===== config.mk =====
export PLATFORM = sky130hd
export DESIGN_NAME = codec_i2c_responder_flat
export DESIGN_NICKNAME = d
export VERILOG_FILES = /design/src/rtl/codec_i2c_responder_if.sv /design/src/rtl/codec_i2c_responder.sv /design/src/flat_wrapper.sv
export SDC_FILE = /design/constraint.sdc
export NUM_CORES = 1
export LEC_CHECK = 0
export CORE_ASPECT_RATIO = 1.1
export CORE_UTILIZATION = 55
export CTS_BUF_LIST = sky130_fd_sc_hd__clkbuf_4 sky130_fd_sc_hd__clkbuf_8
export DETAILED_ROUTE_END_ITERATION = 16
export GPL_ROUTABILITY_DRIVEN = 0
export GPL_TIMING_DRIVEN = 1
export PLACE_DENSITY = 0.81
export SLEW_MARGIN = 15
export SYNTH_ARGS = -nofsm -noshare
export SYNTH_HDL_FRONTEND = slang
export SYNTH_SLANG_ARGS = --single-unit
export TNS_END_PERCENT = 1

===== constraint.sdc =====
create_clock -name inClock -period 2.4 [get_ports inClock]
set_input_delay 0.24 -clock inClock [delete_from_list [all_inputs] [get_ports inClock]]
set_output_delay 0.24 -clock inClock [all_outputs]
set_load 0.05 [all_outputs]

===== src/rtl/codec_i2c_responder_if.sv =====
// codec_i2c_responder_if: open-drain I2C bus; sda is the wired-AND of initiator and responder drives.
interface codec_i2c_responder_if;
    logic scl;
    logic sda_m;
    logic sda_oe;
    logic sda;
    assign sda = sda_m & ~sda_oe;
    modport master (output scl, output sda_m, input sda);
    modport slave  (input scl, input sda, output sda_oe);
endinterface


===== src/rtl/codec_i2c_responder.sv =====
// codec_i2c_responder: write-only I2C codec target storing 3-byte register writes in a 9-bit register file.
module codec_i2c_responder #(
    parameter logic [7:0] DEVICE_ADDR = 8'h34,
    parameter int         NUM_REGS    = 16
) (
    input  logic                        inClock,
    input  logic                        reset,
    codec_i2c_responder_if.slave        bus,
    output logic [6:0]                  regAddr,
    output logic [8:0]                  regData,
    output logic                        regWrite,
    output logic                        busy,
    output logic [3:0]                  writeCount,
    input  logic [3:0]                  rdAddr,
    output logic [8:0]                  rdData
);
    localparam int         AW    = $clog2(NUM_REGS);
    localparam logic [7:0] NREGS = 8'(NUM_REGS);

    typedef enum logic [2:0] {
        S_IDLE, S_DEV, S_ACKD, S_B1, S_ACK1, S_B2, S_ACK2, S_IGN
    } state_t;

    logic [1:0] r_scl_s, r_sda_s;
    logic       r_scl_h, r_sda_h;
    logic       r_rise, r_fall, r_start, r_stop, r_bit;
    state_t     r_state, w_state;
    logic [3:0] r_cnt, w_cnt;
    logic [7:0] r_sh, w_sh;
    logic [6:0] r_addr, w_addr;
    logic       r_d8, w_d8;
    logic       w_commit, w_full, w_dev_ok;
    logic [8:0] r_file [NUM_REGS];
    logic [6:0] r_reg_addr;
    logic [8:0] r_reg_data, r_rd;
    logic       r_write, r_busy;
    logic [3:0] r_wcnt;

    assign w_full   = r_cnt == 4'd8;
    assign w_dev_ok = r_sh[7:1] == DEVICE_ADDR[7:1] && !r_sh[0];

    // ACK pull-down is gated by reset so it releases without waiting for a clock
    assign bus.sda_oe = reset && r_state inside {S_ACKD, S_ACK1, S_ACK2};

    assign regAddr    = r_reg_addr;
    assign regData    = r_reg_data;
    assign regWrite   = r_write;
    assign busy       = r_busy;
    assign writeCount = r_wcnt;
    assign rdData     = r_rd;

    // synchronizers idle high so reset release on a quiet bus sees no edge
    always_ff @(posedge inClock or negedge reset) begin
        if (!reset) begin
            r_scl_s <= 2'b11;
            r_sda_s <= 2'b11;
            r_scl_h <= 1'b1;
            r_sda_h <= 1'b1;
            r_rise  <= 1'b0;
            r_fall  <= 1'b0;
            r_start <= 1'b0;
            r_stop  <= 1'b0;
            r_bit   <= 1'b1;
        end else begin
            r_scl_s <= {r_scl_s[0], bus.scl};
            r_sda_s <= {r_sda_s[0], bus.sda};
            r_scl_h <= r_scl_s[1];
            r_sda_h <= r_sda_s[1];
            r_rise  <= r_scl_s[1] & ~r_scl_h;
            r_fall  <= ~r_scl_s[1] & r_scl_h;
            r_start <= r_scl_s[1] & r_scl_h & r_sda_h & ~r_sda_s[1];
            r_stop  <= r_scl_s[1] & r_scl_h & ~r_sda_h & r_sda_s[1];
            r_bit   <= r_sda_s[1];
        end
    end

    always_ff @(posedge inClock or negedge reset) begin
        if (!reset) begin
            r_state <= S_IDLE;
            r_cnt   <= '0;
            r_sh    <= '0;
            r_addr  <= '0;
            r_d8    <= 1'b0;
        end else begin
            r_state <= w_state;
            r_cnt   <= w_cnt;
            r_sh    <= w_sh;
            r_addr  <= w_addr;
            r_d8    <= w_d8;
        end
    end

    // STOP outranks START, which outranks any bit or ACK activity
    always_comb begin
        w_state  = r_state;
        w_cnt    = r_cnt;
        w_sh     = r_sh;
        w_addr   = r_addr;
        w_d8     = r_d8;
        w_commit = 1'b0;
        if (r_stop) begin
            w_state = S_IDLE;
        end else if (r_start) begin
            w_state = S_DEV;
            w_cnt   = '0;
        end else if (r_state inside {S_DEV, S_B1, S_B2}) begin
            if (r_rise && !w_full) begin
                w_sh  = {r_sh[6:0], r_bit};
                w_cnt = r_cnt + 4'd1;
            end else if (r_fall && w_full) begin
                w_state = r_state == S_B2 ? S_ACK2 :
                          r_state == S_B1 ? S_ACK1 :
                          w_dev_ok        ? S_ACKD : S_IGN;
                w_addr  = r_state == S_B1 ? r_sh[7:1] : r_addr;
                w_d8    = r_state == S_B1 ? r_sh[0]   : r_d8;
            end
        end else if (r_fall && r_state inside {S_ACKD, S_ACK1, S_ACK2}) begin
            w_state  = r_state == S_ACKD ? S_B1 : r_state == S_ACK1 ? S_B2 : S_IGN;
            w_cnt    = '0;
            w_commit = r_state == S_ACK2 && {1'b0, r_addr} < NREGS;
        end
    end

    always_ff @(posedge inClock or negedge reset) begin
        if (!reset) begin
            for (int i = 0; i < NUM_REGS; i++) r_file[i] <= '0;
            r_reg_addr <= '0;
            r_reg_data <= '0;
            r_write    <= 1'b0;
            r_busy     <= 1'b0;
            r_wcnt     <= '0;
            r_rd       <= '0;
        end else begin
            if (w_commit) begin
                r_file[r_addr[AW-1:0]] <= {r_d8, r_sh};
                r_reg_addr             <= r_addr;
                r_reg_data             <= {r_d8, r_sh};
                r_wcnt                 <= r_wcnt + 4'd1;
            end
            r_write <= w_commit;
            r_busy  <= r_stop ? 1'b0 : r_start ? 1'b1 : r_busy;
            r_rd    <= r_file[rdAddr];
        end
    end
endmodule


===== src/flat_wrapper.sv =====
// flat-port wrapper written by rule: the top's interface ports become plain ports
module codec_i2c_responder_flat 
#(
    parameter logic [7:0] DEVICE_ADDR = 8'h34,
    parameter int         NUM_REGS    = 16
)
  (inClock, reset, regAddr, regData, regWrite, busy, writeCount, rdAddr, rdData, bus_scl, bus_sda_oe);
  codec_i2c_responder_if bus_i ();
  input  logic inClock;
  input  logic reset;
  output logic [6:0] regAddr;
  output logic [8:0] regData;
  output logic regWrite;
  output logic busy;
  output logic [3:0] writeCount;
  input  logic [3:0] rdAddr;
  output logic [8:0] rdData;
  input wire logic [$bits(bus_i.scl)-1:0] bus_scl;
  output wire logic [$bits(bus_i.sda_oe)-1:0] bus_sda_oe;
  assign bus_i.scl = bus_scl;
  assign bus_sda_oe = bus_i.sda_oe;
  codec_i2c_responder #(.DEVICE_ADDR(DEVICE_ADDR), .NUM_REGS(NUM_REGS)) u_core (.inClock(inClock), .reset(reset), .bus(bus_i), .regAddr(regAddr), .regData(regData), .regWrite(regWrite), .busy(busy), .writeCount(writeCount), .rdAddr(rdAddr), .rdData(rdData));
endmodule

Yosys cells after proc, flatten, opt, wreduce, memory -nomap -nowiden
Index checks and enable logic that the tools add are counted.

cells by class
  order comparisons = 4
  muxes and demuxes = 27
  equality and inequality tests = 11
  $add $sub $neg = 2
  reduce and logical (&&, ||, !) cells = 18
  bitwise gates (word level) = 18

operators with widths
  operator                                             number
  bitwise mux 144 bit                                  1
  binary-select mux 9 bit (select 4 bit)               1
  demux 9 bit (select 4 bit)                           1
  two-way mux 3 bit                                    10
  two-way mux 9 bit                                    3
  two-way mux 4 bit                                    4
  >= comparator 5 bit (second input constant)          2
  NOT 4 -> 5 bit                                       2
  == test 3 bit (second input constant)                3
  nonzero test 3 bit                                   3
  adder 4 x 1 -> 4 bit (second input constant)         2
  bitwise AND 1 bit                                    8
  != test 4 x 2 -> 1 bit (second input constant)       2
  NOT 1 bit                                            8
  == test 7 x 5 -> 1 bit (second input constant)       1
  logical AND 1 bit                                    7
  < comparator 7 x 5 -> 1 bit (second input constant)  1
  == test 3 x 2 -> 1 bit (second input constant)       2
  two-way mux 1 bit                                    6
  AND reduction 3 bit                                  2
  AND reduction 6 bit                                  1
  < comparator 5 x 1 -> 1 bit (second input constant)  1
  == test 4 bit (second input constant)                1
  AND reduction 4 bit                                  1
  other kinds (6)                                      7

word-level totals
  register bits = 208
  word-level logic and storage cells = 115
  input port bits = 7

Logic depth before layout (Yosys ltp)
Gate-level depths: netlist of the first run.

  word-level depth = 10
  depth in mapped cells = 8
  gate-level depth less buffers = 6

Worst setup path after synthesis of the first run
No wires, ideal clock.

  kind = register to register
  start point = reg u_core.r_state[1]
  end point = reg u_core.r_file[63] (netlist bit)
  cell stages (with the launch flop) = 7
  data arrival time = 1.805 ns
  required time = 2.275 ns
  path buffers = 2
  period minus slack after synthesis = 1.930 ns
  library setup time = 0.125 ns
  path slack = 0.470 ns
  path through = dfrtp_1 buf_4 and4b_1 nand3_4 buf_6 nor4_4 mux2_2

between the ends
  longest elaborated chain between the ends = 7
  elaborated cells between the ends (all ways) = 14
  those cells by class = eq/ne (6); mux (4); reduce/logical (4)

RTL lines
  element                                               line                        source
  start, declared                                       codec_i2c_responder.sv:27   state_t r_state, w_state;
  start signal, assigned                                codec_i2c_responder.sv:85   r_state <= w_state;
  == test 3 x 2 -> 1 bit, or another cell as far along  codec_i2c_responder.sv:117  end else if (r_fall && r_state inside {S_ACKD, S_ACK1, S_ACK2}) begin
  nonzero test 3 bit                                    codec_i2c_responder.sv:117
  logical AND 1 bit                                     codec_i2c_responder.sv:117
  two-way mux 1 bit                                     codec_i2c_responder.sv:117
  two-way mux 1 bit (*)                                 codec_i2c_responder.sv:106  end else if (r_state inside {S_DEV, S_B1, S_B2}) begin
  two-way mux 1 bit (*)                                 codec_i2c_responder.sv:103  end else if (r_start) begin
  two-way mux 1 bit (*)                                 codec_i2c_responder.sv:101  if (r_stop) begin
  end signal, assigned by index                         codec_i2c_responder.sv:135  r_file[r_addr[AW-1:0]] <= {r_d8, r_sh};
  end, declared                                         codec_i2c_responder.sv:33   logic [8:0] r_file [NUM_REGS];

Every way passes the cells marked *; elsewhere a longest branch is shown, timed or not.
A chain may end at the register's enable or synchronous reset.

Worst setup path after layout of the first run
  start point = reg u_core.r_state[2]
  end point = reg u_core.r_file[9] (netlist bit)

Same word-level chain as after synthesis.

==> impl_table.tex, run 1 <==
\begin{tabular}{lr}
\hline
Metric & Value \\
\hline
\multicolumn{2}{l}{\textbf{Run status}} \\
\quad Status & finished, final reports clean \\
\multicolumn{2}{l}{\textbf{GRT}} \\
\quad GRT Residual Overflow & 0 \\
\quad Antenna violations before repair & 0 \\
\quad First-pass GRT wire length & between 30,000 and 40,000 um \\
\quad Largest net degree at the start of global routing & about 130 \\
\quad Vias in the first global route & a little under 6,000 \\
\quad Overall routing resource usage & 0.2413 \\
\multicolumn{2}{l}{\textbf{Logic synthesis}} \\
\quad Number of nets produced by synthesis & 615 \\
\quad Mux contribution to synthesized area & 0.2894 \\
\quad Synth Area in Compound Gates & 0.02582 \\
\quad Fraction of post-synthesis cell area in the top cell type by area & 0.5578 \\
\quad Flip-flop cell with the highest count after synthesis & sky130\_fd\_sc\_hd\_\_dfrtp\_1 \\
\quad Top cells by count, synth & sky130\_fd\_sc\_hd\_\_dfrtp\_1 (202), sky130\_fd\_sc\_hd\_\_mux2\_2 (160), sky130\_fd\_sc\_hd\_\_nand2\_1 (58) \\
\quad Cell type with the highest aggregate area in the netlist & sky130\_fd\_sc\_hd\_\_dfrtp\_1 \\
\quad Post-synthesis register bit count & about 210 \\
\quad Gate count after technology mapping & around 610 \\
\quad Most numerous cell in the Yosys netlist & sky130\_fd\_sc\_hd\_\_dfrtp\_1 \\
\quad Mean post-synth cell area & roughly 15 um2 \\
\quad Dominant combinational cell family by area after synthesis & multiplexers \\
\quad Area share of and/or/nand/nor cells after synthesis & 0.08160 \\
\quad Top cells by area, synth & sky130\_fd\_sc\_hd\_\_dfrtp\_1 (56\%), sky130\_fd\_sc\_hd\_\_mux2\_2 (20\%), sky130\_fd\_sc\_hd\_\_mux4\_2 (8.9\%), sky130\_fd\_sc\_hd\_\_nand2\_1 (2.4\%), sky130\_fd\_sc\_hd\_\_dfstp\_2 (1.7\%) \\
\quad Portion of the post-synthesis area used by sequential elements & 0.5752 \\
\quad Fraction of the mapped netlist area in adder cells & 0.004142 \\
\quad Netlist Area Pre-Place & between 9000 and 10,000 um2 \\
\quad Count of synthesis-stage warnings from yosys & 1 \\
\quad Count of distinct cell types in the synthesized netlist & 48 \\
\quad Count of flip-flops with a built-in enable after synthesis & 0 \\
\quad Share of async-settable or async-resettable flops after synthesis & 1.000 \\
\quad Parity-gate share of the synthesized area counting xor and xnor cells & 0.002899 \\
\multicolumn{2}{l}{\textbf{Power and ir drop}} \\
\quad Pleak & about 5.2 nW \\
\quad Total Power & 7.887 mW \\
\quad Switching portion of total power & 0.2600 \\
\quad Sequential power share & 0.477 \\
\quad Worst vdd rail ir drop & around 400 uV \\
\quad Internal power component & between 5 and 6 mW \\
\quad Power spent charging and discharging nets & 2.050 mW \\
\quad Power density of the placed cells & roughly 750 nW/um2 \\
\quad Combinational power share & 0.109 \\
\quad Clock power share & 0.414 \\
\multicolumn{2}{l}{\textbf{Timing}} \\
\quad Final Hold Viols & 0 \\
\quad Unrepaired setup endpoints after global routing & false \\
\quad Minimum clock period after layout & $\sim$2.2 ns \\
\quad Worst setup slack after layout & around 0.22 ns \\
\quad Slew @ Worst Pin & 0.7685 ns \\
\quad Share of the clock period used by the worst path & 0.9097 \\
\quad Setup Total Neg Slack & 0 ns \\
\quad Final setup violation count & 0 \\
\quad Max-slew headroom & 0.4877 \\
\quad Final count of pins violating max slew & 0 \\
\quad Max frequency & 458.0 MHz \\
\quad Layout Skew & 0.009734 ns \\
\multicolumn{2}{l}{\textbf{Route}} \\
\quad Uppermost routed layer & met4 \\
\quad Number of DRC violations after detailed-routing iteration 0 & $\sim$470 \\
\quad Antenna Nets Post-Route & 0 \\
\quad Detail-routed net length per standard cell & 21.34 um \\
\quad Total number of vias & 5,301 \\
\quad Routed length on met3 & around 900 um \\
\quad Routed met2 length & 9687 um \\
\quad Total DRC errors in the routed layout & 0 \\
\quad M1 WL & between 7000 and 8000 um \\
\quad Number of iterations in the first detailed-routing pass & 4 \\
\quad Routed vias/inst & about 6 \\
\quad Final wirelength & 19,060 um \\
\multicolumn{2}{l}{\textbf{Critical path}} \\
\quad Worst-case reg-to-reg path depth & 5 \\
\quad CP Capture Type & flip-flop \\
\quad Kind of critical path & reg2reg \\
\quad CP Data Arrival Time & $\sim$2.6 ns \\
\quad RR Endpoint & u\_core.r\_file[9] \\
\quad Reg-to-Reg Start & u\_core.r\_state[2] \\
\quad Worst endpoint required time & 2.77 ns \\
\quad Setup slack of the most critical reg-to-reg path & between 0.2 and 0.25 ns \\
\quad Biggest fanout along the worst timing path & 12 \\
\quad Critical path startpoint category & flip-flop \\
\multicolumn{2}{l}{\textbf{Hold path}} \\
\quad Number of cells traversed by the worst hold path & 1 \\
\quad Worst hold path class & in2reg \\
\quad End point of the most critical hold path & u\_core.r\_scl\_s[0] \\
\quad Origin of the worst min-delay path & bus\_scl \\
\multicolumn{2}{l}{\textbf{Placed design}} \\
\quad Number of port buffers & 38 \\
\quad Dpl ws & between 0.2 and 0.25 ns \\
\quad Detailed Place HPWL & around 12,000 um \\
\multicolumn{2}{l}{\textbf{Clock tree}} \\
\quad Library cell used as clock root buffer & sky130\_fd\_sc\_hd\_\_clkbuf\_8 \\
\quad Clock tree from TritonCTS & built \\
\quad Maximum number of buffers from clock root to sink & 3 \\
\quad Total number of clock tree sinks & 208 \\
\quad Clock slew at reported path FFs & approximately 0.06 ns \\
\quad Worst-skew pair later-pin latency & a little under 0.5 ns \\
\quad Number of gates resized after CTS & 0 \\
\quad H-Tree Level Count & 2 \\
\quad Number of buffers inserted during clock tree synthesis & 34 \\
\multicolumn{2}{l}{\textbf{Layout}} \\
\quad Area Overhead vs Synth & 16.73\% \\
\quad \# diodes & 0 \\
\quad Total number of nets in the final design & 680 \\
\quad Fraction of layout cells with a size suffix above 1 & 0.4488 \\
\quad \# fillers & around 1,100 \\
\multicolumn{2}{l}{\textbf{Floorplanning}} \\
\quad Floorplan die height & 136.6 um \\
\quad Die width & 124.4 um \\
\quad Core region area & around 16,000 um2 \\
\quad Row Count & 48 \\
\quad Number of top-level design ports & 39 \\
\quad Area enclosed by the die boundary & around 17,000 um2 \\
\quad Initial core utilization & 0.5694 \\
\multicolumn{2}{l}{\textbf{Run}} \\
\quad Max capacitance violation total & 0 \\
\hline
\end{tabular}
==> cell usage in the layout, fill, tap and decap left out, drive strengths merged, types with 2 or more instances in the layout <==
cell / n
a211o: 2
nand4: 3
nand2: 58
nor3b: 4
clkbuf: 58
or4: 2
o21ai: 2
clkdlybuf4s50: 35
ha: 3
mux2: 160
mux4: 36
nand2b: 4
and2: 4
inv: 4
nor4: 3
nor2: 12
clkinv: 2
dfstp: 6
dfrtp: 202
a22oi: 18
buf: 32
nor3: 12
xnor2: 3
nand3: 4
o21a: 2
and3: 2
nor2b: 5
==> sequential cells by signal, summed over array words and instances (netlist names), 2 cells and up <==
register,flops
u_core.writeCount,4
u_core.r_file,144
u_core.regAddr,7
u_core.r_cnt,4
u_core.regData,9
u_core.r_state,3
u_core.r_sda_s,2
u_core.r_scl_s,2
u_core.r_sh,8
u_core.r_addr,7
u_core.rdData,9
==> worst max-delay path, stage by stage (launching register included) <==
cell and delay (ns):
sky130_fd_sc_hd__dfrtp_1 0.44, sky130_fd_sc_hd__and4b_1 0.27, sky130_fd_sc_hd__nand3_4 0.11, sky130_fd_sc_hd__buf_4 0.26, sky130_fd_sc_hd__nor3_4 0.57, sky130_fd_sc_hd__mux2_2 0.41
==> per-stage QoR <==
stage	hold WS, ns	cell area [um2]	std cells	utilization
CTS	0.1245	10580	893	0.6647
global route	0.1523	10580	893	0.6647
global placement	0.1634	9818	833	0.6169
floorplan	-0.05559	9062	605	-
detailed placement	0.1682	9818	833	0.6169
finish	0.1526	10580	893	0.6647
==> cells by family (layout without fill, tap and decap cells) <==
logic type	after synthesis	in the layout
muxes	197	197
buffers and inverters	44	132
other	1	1
DFF	208	208
and+or+nand+nor	118	118
adders and majority gates	3	3
xor gates and xnor gates	3	3
AOI/OAI and AO/OA	31	31
==> layout make-up <==
type                    count  area [um2]  area share
repair buffers             69       686.9     0.06493
multi-input cells         353        3664      0.3463
inverters                   4       15.01    0.001419
well taps                 200       250.2     0.02365
flip-flops and latches    208        5213      0.4927
clock buffers              57       740.7     0.07002
clock inverters             2       10.01   0.0009462
==> power groups by stage <==
stage	clock, mW	combinational (mW)	sequential, mW
floorplan	0	0.504	3.77
global placement	0	0.801	3.81
detailed placement	0	0.848	3.82
CTS	3.34	0.855	3.76
global route	3.47	0.929	3.78
finish	3.26	0.858	3.76
==> worst max-delay path by stage <==
stage,startpoint,to,slack [ns],cells after the start
global placement,u_core.r_stop,u_core.r_file[16],0.31,5
finish,u_core.r_state[2],u_core.r_file[9],0.22,5
detailed placement,u_core.r_state[2],u_core.r_file[9],0.24,5
floorplan,u_core.r_state[1],u_core.r_file[63],0.47,6
CTS,u_core.r_state[2],u_core.r_file[9],0.22,5
global route,u_core.r_state[2],u_core.r_file[0],0.13,5
==> what timing repair did <==
| action | CTS | global route |
|---|---|---|
| hold buffers | 1 | 0 |
| buffers inserted | 0 | 0 |
| endpoints found under the hold margin | 33 | 0 |
==> routing by layer <==
layer | up-vias | global-route usage
met2 | 143 | 0.4079
met4 | 0 | 0.1037
met1 | 2793 | 0.3136
met5 | - | 0
met3 | 36 | 0.03714
li1 | 2329 | -
Note: power is estimated with default switching activity, not from simulation.
==> run 2: changes to the inputs <==
- ABC_CLOCK_PERIOD_IN_PS: default -> 2400
- SLEW_MARGIN: 15 -> 20
==> results of run 2 <==
The final DEF is identical to that of run 1; final timing and power are the same.
==> run 3: changes to the inputs <==
- CORE_ASPECT_RATIO: 1.1 -> default
- CORE_MARGIN: default -> 2
==> run 3 against run 2 <==
Compared with the run above: die area rose by 3.1%; critical path type unchanged; power fell by 1.5%; sequential power fell by 1%; global-route usage fell by 0.53 points; count of clock-buffer cells in the layout fell by 1; largest power group unchanged; maximum frequency fell by 2.5%.
==> impl_table.tex, run 3 (synthesis gave the netlist of run 1 again) <==
\begin{tabular}{lr}
\hline
Metric & Value \\
\hline
\multicolumn{2}{l}{\textbf{Floorplanning}} \\
\quad Area enclosed by the die boundary & 17,520 um2 (was 17,000 um2) \\
\quad Initial core utilization & 0.5664 (was 0.5694) \\
\quad Die width & 132.4 um (was 124.4 um) \\
\quad Number of top-level design ports & 39 (unchanged) \\
\quad Core region area & 16,000 um2 (was 15,920 um2) \\
\quad Row Count & 46 (was 48) \\
\quad Floorplan die height & 132.4 um (was 136.6 um) \\
\multicolumn{2}{l}{\textbf{Timing}} \\
\quad Max frequency & 446.4 MHz (was 458.0 MHz) \\
\quad Max-slew headroom & 0.5190 (was 0.4877) \\
\quad Slew @ Worst Pin & 0.7215 ns (was 0.7685 ns) \\
\quad Unrepaired setup endpoints after global routing & false (unchanged) \\
\quad Share of the clock period used by the worst path & 0.9334 (was 0.9097) \\
\quad Final Hold Viols & 0 (unchanged) \\
\quad Final setup violation count & 0 (unchanged) \\
\quad Layout Skew & 0.02036 ns (was 0.009734 ns) \\
\quad Final count of pins violating max slew & 0 (unchanged) \\
\quad Setup Total Neg Slack & 0 ns (unchanged) \\
\quad Minimum clock period after layout & 2.240 ns (was 2.183 ns) \\
\multicolumn{2}{l}{\textbf{GRT}} \\
\quad First-pass GRT wire length & 32,060 um (was 31,540 um) \\
\quad GRT Residual Overflow & 0 (unchanged) \\
\quad Overall routing resource usage & 0.2360 (was 0.2413) \\
\quad Largest net degree at the start of global routing & 106 (was 127) \\
\quad Antenna violations before repair & 0 (unchanged) \\
\quad Vias in the first global route & 5,901 (was 5,777) \\
\multicolumn{2}{l}{\textbf{Clock tree}} \\
\quad Worst-skew pair later-pin latency & 0.52 ns (was 0.49 ns) \\
\quad Clock tree from TritonCTS & built (unchanged) \\
\quad Hold buffer count at CTS & 1 (unchanged) \\
\quad Maximum number of buffers from clock root to sink & 3 (unchanged) \\
\quad Post-CTS setup repair buffer count & 0 (unchanged) \\
\quad H-Tree Level Count & 2 (unchanged) \\
\quad Number of gates resized after CTS & 0 (unchanged) \\
\quad Number of buffers inserted during clock tree synthesis & 35 (was 34) \\
\quad Clock slew at reported path FFs & 0.07 ns (was 0.06 ns) \\
\quad Library cell used as clock root buffer & sky130\_fd\_sc\_hd\_\_clkbuf\_8 (unchanged) \\
\quad Total number of clock tree sinks & 208 (unchanged) \\
\multicolumn{2}{l}{\textbf{Power and ir drop}} \\
\quad Pleak & 5.154 nW (was 5.212 nW) \\
\quad Worst vdd rail ir drop & 340.6 uV (was 410.0 uV) \\
\quad Power density of the placed cells & 742.0 nW/um2 (was 745.5 nW/um2) \\
\quad Total Power & 7.770 mW (was 7.887 mW) \\
\multicolumn{2}{l}{\textbf{Route}} \\
\quad Routed vias/inst & 5.962 (was 5.936) \\
\quad Number of DRC violations after detailed-routing iteration 0 & 395 (was 474) \\
\quad Total number of vias & 5,384 (was 5,301) \\
\quad Antenna Nets Post-Route & 0 (unchanged) \\
\quad Final wirelength & 19,410 um (was 19,060 um) \\
\quad Detail-routed net length per standard cell & 21.50 um (was 21.34 um) \\
\quad Number of iterations in the first detailed-routing pass & 5 (was 4) \\
\quad Total DRC errors in the routed layout & 0 (unchanged) \\
\multicolumn{2}{l}{\textbf{Hold path}} \\
\quad Worst hold path class & in2reg (unchanged) \\
\multicolumn{2}{l}{\textbf{Critical path}} \\
\quad Worst-case reg-to-reg path depth & 5 (unchanged) \\
\quad Launch point of the critical path & u\_core.r\_state[1] (was u\_core.r\_state[2]) \\
\quad CP peak stage delay & 0.54 ns (was 0.57 ns) \\
\quad Kind of critical path & reg2reg (unchanged) \\
\quad Biggest fanout along the worst timing path & 11 (was 12) \\
\quad Last element of the critical path & u\_core.r\_file[12] (was u\_core.r\_file[9]) \\
\quad CP Capture Type & flip-flop (unchanged) \\
\quad RR Endpoint & u\_core.r\_file[12] (was u\_core.r\_file[9]) \\
\quad List of cells traversed by the critical path & and4b\_1 > nand3\_4 > buf\_4 > nor3\_4 > mux2\_2 (unchanged) \\
\quad CP Data Arrival Time & 2.63 ns (was 2.55 ns) \\
\quad Reg-to-Reg Start & u\_core.r\_state[1] (was u\_core.r\_state[2]) \\
\quad Standard cell with the maximum stage delay on the critical path & sky130\_fd\_sc\_hd\_\_nor3\_4 (unchanged) \\
\quad Critical path startpoint category & flip-flop (unchanged) \\
\quad Setup slack of the most critical reg-to-reg path & 0.16 ns (was 0.22 ns) \\
\quad Worst endpoint required time & 2.79 ns (was 2.77 ns) \\
\multicolumn{2}{l}{\textbf{Layout}} \\
\quad Area Overhead vs Synth & 15.55\% (was 16.73\%) \\
\quad Total number of nets in the final design & 674 (was 680) \\
\quad \# diodes & 0 (unchanged) \\
\quad Flip-flop count of the largest register after layout & 144 (unchanged) \\
\quad Most used cells in the layout excluding fill and tap cells & sky130\_fd\_sc\_hd\_\_dfrtp\_1 (202), sky130\_fd\_sc\_hd\_\_mux2\_2 (160), sky130\_fd\_sc\_hd\_\_nand2\_1 (58) (unchanged) \\
\quad Most common library cell in the layout ignoring fill and taps & sky130\_fd\_sc\_hd\_\_dfrtp\_1 (unchanged) \\
\quad Largest reg by FF count & u\_core.r\_file (unchanged) \\
\quad Fraction of layout cells with a size suffix above 1 & 0.4440 (was 0.4488) \\
\multicolumn{2}{l}{\textbf{Placed design}} \\
\quad Number of port buffers & 38 (unchanged) \\
\quad Detailed Place HPWL & 12,320 um (was 12,310 um) \\
\multicolumn{2}{l}{\textbf{Run}} \\
\quad Max capacitance violation total & 0 (unchanged) \\
\multicolumn{2}{l}{\textbf{Run status}} \\
\quad Status & finished, final reports clean (unchanged) \\
\hline
\end{tabular}
==> run 3: worst min-delay path by stage <==
stage,to,startpoint,cells after the start,slack (ns)
2_1_floorplan,u_core.busy,reset,0,-0.06
3_3_place_gp,u_core.writeCount[3],reset,1,0.21
3_5_place_dp,u_core.writeCount[3],reset,1,0.22
4_1_cts,u_core.r_scl_s[0],bus_scl,1,0.11
5_1_grt,u_core.r_scl_s[0],bus_scl,1,0.12
6_report,u_core.r_scl_s[0],bus_scl,1,0.14
==> run 3: metal layers <==
| metal | global-route usage | vias to the layer above | part of all wire |
|---|---|---|---|
| li1 | - | 2312 | - |
| met1 | 0.3125 | 2891 | 0.43 |
| met2 | 0.3880 | 135 | 0.50 |
| met3 | 0.04498 | 46 | 0.041 |
| met4 | 0.09558 | 0 | 0.028 |
| met5 | 0 | - | 0 |
==> run 3: layout make-up <==
type | count | area [um2]
flip-flops and latches | 208 | 5213
fillers | 1123 | 5529
clock buffers | 56 | 689.4
clock inverters | 4 | 23.77
inverters | 4 | 15.01
repair buffers | 62 | 596.8
well taps | 216 | 270.3
multi-input cells | 353 | 3664
==> run 3: critical path, delay by kind of cell (launching register included) <==
kind | cells | cell delay [ns]
buffers and inverters | 1 | 0.27
DFF | 1 | 0.47
muxes | 1 | 0.41
and+or+nand+nor | 3 | 0.94
==> run 3: metrics by stage <==
stage / util / hold WS [ns] / cell area [um2] / setup WS (ns) / cells
after global placement: 0.6092 / 0.2095 / 9748 / 0.2755 / 842
final: 0.6544 / 0.1397 / 10470 / 0.1597 / 903
after CTS: 0.6544 / 0.1055 / 10470 / 0.1683 / 903
after floorplan: - / -0.05559 / 9062 / 0.4700 / 605
after global routing: 0.6544 / 0.1247 / 10470 / 0.06793 / 903
after detailed placement: 0.6092 / 0.2196 / 9748 / 0.1901 / 842
==> run 3: power by group <==
| group | switching (mW) | internal [mW] |
|---|---|---|
| registers | 0.0926 | 3.62 |
| clock network | 1.34 | 1.82 |
| logic | 0.619 | 0.276 |
